## src/rtl/rv32i_pkg.sv

```systemverilog
// Shared types for the instruction/data memory port arbiter.
package rv32i_pkg;

  localparam int MEM_ADDR_W = 32;
  localparam int MEM_DATA_W = 32;
  localparam int MEM_BE_W   = 4;

  typedef enum logic [1:0] {
    OWN_NONE = 2'd0,
    OWN_I    = 2'd1,
    OWN_D    = 2'd2
  } owner_e;

  typedef struct packed {
    logic [MEM_ADDR_W-1:0] addr;
    logic [MEM_BE_W-1:0]   we;
    logic [MEM_DATA_W-1:0] wdata;
  } mem_req_t;

  function automatic logic is_read(input logic [MEM_BE_W-1:0] we);
    return we == '0;
  endfunction

endpackage

```

## src/rtl/arb_starve_ctr.sv

```systemverilog
// Counts consecutive cycles a fetch request waits; forces fetch through at STARVE_MAX.
module arb_starve_ctr #(
  parameter int STARVE_MAX = 4
) (
  input  logic clk_i,
  input  logic rst_i,
  input  logic req_i,
  input  logic gnt_i,
  output logic force_o
);

  localparam logic [7:0] MAX_C = 8'(STARVE_MAX);

  logic [7:0] starve_q, starve_d;

  always_comb begin
    starve_d = starve_q;
    if (!req_i || gnt_i) begin
      starve_d = '0;
    end else if (starve_q != MAX_C) begin
      starve_d = starve_q + 8'd1;
    end
  end

  always_ff @(posedge clk_i or posedge rst_i) begin
    if (rst_i) begin
      starve_q <= '0;
    end else begin
      starve_q <= starve_d;
    end
  end

  assign force_o = (starve_q == MAX_C);

endmodule

```

## src/rtl/mem_port_arbiter.sv

```systemverilog
// Shares a single-port, 1-cycle-latency SRAM between fetch and data requesters.
// Data wins by default; a starvation counter bounds how long fetch can be held off.
module mem_port_arbiter
  import rv32i_pkg::*;
#(
  parameter int ADDR_W     = 32,
  parameter int DATA_W     = 32,
  parameter int STARVE_MAX = 4
) (
  input  logic              clk,
  input  logic              rst,
  input  logic              i_req,
  input  logic [ADDR_W-1:0] i_addr,
  output logic              i_gnt,
  output logic              i_rvalid,
  output logic [DATA_W-1:0] i_rdata,
  input  logic              d_req,
  input  logic [3:0]        d_we,
  input  logic [ADDR_W-1:0] d_addr,
  input  logic [DATA_W-1:0] d_wdata,
  output logic              d_gnt,
  output logic              d_rvalid,
  output logic [DATA_W-1:0] d_rdata,
  output logic              m_en,
  output logic [3:0]        m_we,
  output logic [ADDR_W-1:0] m_addr,
  output logic [DATA_W-1:0] m_wdata,
  input  logic [DATA_W-1:0] m_rdata,
  output logic [15:0]       conflict_cnt
);

  logic        starve_force;
  owner_e      own_q, own_d;
  logic [15:0] conflict_q, conflict_d;
  mem_req_t    win_req;

  arb_starve_ctr #(.STARVE_MAX(STARVE_MAX)) u_starve (
    .clk_i  (clk),
    .rst_i  (rst),
    .req_i  (i_req),
    .gnt_i  (i_gnt),
    .force_o(starve_force)
  );

  // Grants stay low while reset is held so nothing reaches the SRAM.
  always_comb begin
    i_gnt   = 1'b0;
    d_gnt   = 1'b0;
    win_req = '0;
    own_d   = OWN_NONE;
    if (!rst) begin
      if (i_req && (starve_force || !d_req)) begin
        i_gnt        = 1'b1;
        win_req.addr = MEM_ADDR_W'(i_addr);
        own_d        = OWN_I;
      end else if (d_req) begin
        d_gnt         = 1'b1;
        win_req.addr  = MEM_ADDR_W'(d_addr);
        win_req.we    = d_we;
        win_req.wdata = MEM_DATA_W'(d_wdata);
        if (is_read(d_we)) begin
          own_d = OWN_D;
        end
      end
    end
  end

  always_comb begin
    conflict_d = conflict_q;
    if (i_req && d_req && (conflict_q != 16'hFFFF)) begin
      conflict_d = conflict_q + 16'd1;
    end
  end

  always_ff @(posedge clk or posedge rst) begin
    if (rst) begin
      own_q      <= OWN_NONE;
      conflict_q <= '0;
    end else begin
      own_q      <= own_d;
      conflict_q <= conflict_d;
    end
  end

  assign m_en    = i_gnt | d_gnt;
  assign m_we    = win_req.we;
  assign m_addr  = ADDR_W'(win_req.addr);
  assign m_wdata = DATA_W'(win_req.wdata);

  assign i_rvalid     = (own_q == OWN_I);
  assign d_rvalid     = (own_q == OWN_D);
  assign i_rdata      = i_rvalid ? m_rdata : '0;
  assign d_rdata      = d_rvalid ? m_rdata : '0;
  assign conflict_cnt = conflict_q;

endmodule

```

## config.mk

```make
export PLATFORM = sky130hd
export DESIGN_NAME = mem_port_arbiter
export DESIGN_NICKNAME = d
export VERILOG_FILES = /design/src/rtl/rv32i_pkg.sv /design/src/rtl/arb_starve_ctr.sv /design/src/rtl/mem_port_arbiter.sv
export SDC_FILE = /design/constraint.sdc
export NUM_CORES = 1
export LEC_CHECK = 0
export CAP_MARGIN = 20
export CORE_AREA = 5 5 109 111
export DETAILED_ROUTE_END_ITERATION = 16
export DIE_AREA = 0 0 114 116
export PLACE_DENSITY = 0.8
export SLEW_MARGIN = 15
export SYNTH_ARGS = -nofsm -noshare
export SYNTH_HDL_FRONTEND = slang
export SYNTH_HIERARCHICAL = 1
export SYNTH_SLANG_ARGS = --single-unit
```

## constraint.sdc

```tcl
create_clock -name clk -period 3 [get_ports clk]
set_clock_uncertainty 0.15 [all_clocks]
set_input_delay 0.6 -clock clk [delete_from_list [all_inputs] [get_ports clk]]
set_output_delay 0.6 -clock clk [all_outputs]
set_load 0.1 [all_outputs]
```

==> flow_summary.ini <==
[floorplanning]
die-width_um = 114
starting_density_of_the_core = 0.220
std_cell_rows = 38
io_pins = 289
core-area_um2 = 10700
dieHeight_um = 116
die-area_um2 = 13200

[synthesis]
synth_area_leader_cell = dfrtp_1
synth-seq-area-share = 0.276
synth.net_count = 423
netlist-cell-type-count = 35
post_synth_most_frequent_cells = 101 x and2_1, 32 x a22o_1, 26 x dfrtp_1
synth_seq_cells = 26
synth.top_cell.area_share = 0.276
synth_flop_cell = dfrtp_1
synth_top_cells_by_area = dfrtp_1 28%, and2_1 27%, a22o_1 12%, xor2_1 3.7%, clkbuf_1 2.9%
async_reset_ff_frac = 1.00
post_synth_inst_count = 284
post_synth_edffs = 0
synth.cell_area_um2 = 2350
ys.warnings.count = 6
synth.most_common_cell = and2_1
post_synth.cell_area_avg_um2 = 8.29

[drt]
post_drt_via_cell_ratio = 4.63
initialDrtViolationCount = 126
routedWlPerCell_um = 20.4
route.detailed.drc = 0
route.final.wire_length_mm = 14.6
post_route_ant_nets = 0
number_of_vias_in_the_routed_layout = 3315
first_pass_iters = 4

[cells_and_area]
p_r_area_growth_vs_syn_pct = 201
layout.cell_area.non_filler_um2 = 7090
nNetsFinal = 716
seqCellArea_um2 = 651
final.fill_count = 799
area_of_the_multi_input_gates_um2 = 1770
drive_gt1_frac = 0.418
antenna_cells = 0

[power]
seq_power_share = 0.205
power.share.combinational = 0.697
p_leak_nw = 3.01
p_int_mw = 1.09
vdd_drop_max_uv = 507
totalPowerFinal_mw = 2.32
p_sw_mw = 1.22
pwr_density_cell_nw_per_um2 = 327
portion_of_total_power_attributed_to_the_clock_network = 0.098
share_of_total_power_consumed_by_net_switching = 0.528

[worst_setup_path]
timing_worst_setup_path_type = reg -> out
critical_path.max_fanout = 10
cp-end-kind = primary output
startpoint_class = register
r2r_setup_slack_ns = 0.50
worst_ep_arrival_time_ns = 2.19
cp_data_required_time_ns = 2.25

[timing]
timing.max_slew.rel_slack = 0.665
rsz0062_at_grt = yes
achievable-frequency_ghz = 0.340
slew_violations = 0
timing.final.hold_violations = 0
timing.final.crit_share = 0.981
final-setup-viol-count = 0
period_minus_slack_ns = 2.94
worstMarginPinSlew_ns = 0.499

[global_routing]
globalRoute.totalOverflow = 0
grtUsageTotal = 0.200
grt_pass1_wl_mm = 20.6
number_of_global_route_vias_before_repair = 3520
number_of_antenna_violations_at_the_first_check_in_global_routing = 0
grt_max_degree = 42

[placement]
gp_routability_congestion = 0.874
instance_area_at_placement_um2 = 6910
dp.final_hpwl_mm = 12.5
port-buffer-count = 288

[cts]
clock_latency_ns = 0.27
cts_hold_repair.buffers = 0
clk_pin_slew_worst_paths_ns = 0.09
htreeDepth = 1
clkSinkCount = 26
max-clock-path-buffers = 2
cts_root_buffer = clkbuf_8
numCtsBuffers = 3
tritoncts = yes

[job]
timing.max_cap.violations = 0

[worst_hold_path]
holdCritPathClass = in -> async

[status]
outcome = completed
[critical path, cell delays in order (launching register included)]
cell,delay [ns]
dfrtp_1,0.41
inv_2,0.07
ha_1,0.17
nand4bb_1,0.16
nor2_2,0.19
nand2b_1,0.13
and3_4,0.25
buf_6,0.18
a22o_2,0.19
buf_12,0.17
[worst paths after layout]
kind	from	to	cells past startpoint
max in group asynchronous	rst	conflict_cnt[5]	3
worst max register to register	u_starve/starve_q[0]	u_starve/starve_q[7]	10
worst min register to register	conflict_cnt[10]	conflict_cnt[10]	1
min in group clk	conflict_cnt[10]	conflict_cnt[10]	1
worst min-delay path	rst	u_starve/starve_q[3]	2
worst max-delay path	u_starve/starve_q[0]	m_addr[22]	9
[flip-flops by register name, summed over array words and instances, names as in the netlist]
register	flops
own_q	2
conflict_cnt	16
u_starve/starve_q	8
[timing repair]
action / 4_1_cts / 5_1_grt
endpoints found under the hold margin: 0 / 0
endpoints found under the setup margin: 52 / 59
pin swaps: 1 / 3
buffers inserted: 3 / 3
resized for setup: 2 / 9
gates cloned: 0 / 2
[per-layer routing]
layer / vias to the layer above / global-route usage / wire length (um)
li1: 1582 / - / -
met1: 1527 / 0.211 / 4820
met2: 192 / 0.396 / 8320
met3: 14 / 0.0559 / 1240
met4: 0 / 0.0356 / 221
met5: - / 0 / 0
[cells by family (layout without fill, tap and decap cells)]
group                      Yosys count  count (layout)  share of synthesized area
AOI/OAI and AO/OA                   47              47                      0.153
xor gates and xnor gates            10              10                     0.0372
adders and majority gates            3               3                     0.0159
buffers and inverters               22             314                     0.0351
DFF                                 26              26                      0.276
muxes                                6               6                     0.0298
and+or+nand+nor                    170             170                      0.453
[stage by stage]
stage                     worst slack [ns]  hold slack (ns)  cells  setup TNS (ns)   util
final                               0.0558            0.210    716               0  0.663
after global routing               -0.0308            0.233    716          -0.266  0.663
after CTS                          0.00925            0.398    711               0  0.653
after detailed placement            0.0301            0.384    704               0  0.645
after global placement              0.0403            0.353    704               0  0.645
after floorplan                     -0.132            0.266    284          -0.132      -
[area by class of cell]
cell class,instances,share of cell area
timing repair buffer,306,0.624
multi-input combinational,236,0.249
sequential,26,0.0918
tap,140,0.0247
clock buffer,4,0.00777
inverter,4,0.00265
[power groups by stage]
stage / clock network (mW) / registers, mW / logic [mW]
2_1_floorplan: 0 / 0.772 / 0.671
3_3_place_gp: 0 / 0.476 / 1.58
3_5_place_dp: 0 / 0.481 / 1.60
4_1_cts: 0.235 / 0.474 / 1.61
5_1_grt: 0.256 / 0.483 / 1.66
6_report: 0.227 / 0.475 / 1.61
[cells in the final DEF (no fill, tap or decap), drive strengths merged]
master	n
buf	169
clkdlybuf4s50	134
and2	101
a22o	32
dfrtp	26
nand3	14
xor2	10
nand2	9
nor2	7
nor4	7
nor3	6
a21oi	6
o21ai	6
nand4	6
clkbuf	6
mux2	5
or3	4
nand2b	3
nor2b	3
ha	3
and3	3
inv	3
a31oi	2
nor4b	2
or4	2
clkinvlp	1
or2	1
mux2i	1
dlymetal6s2s	1
o211ai	1
nand4bb	1
and4bb	1
No activity file was read; power rests on OpenSTA's default activity.
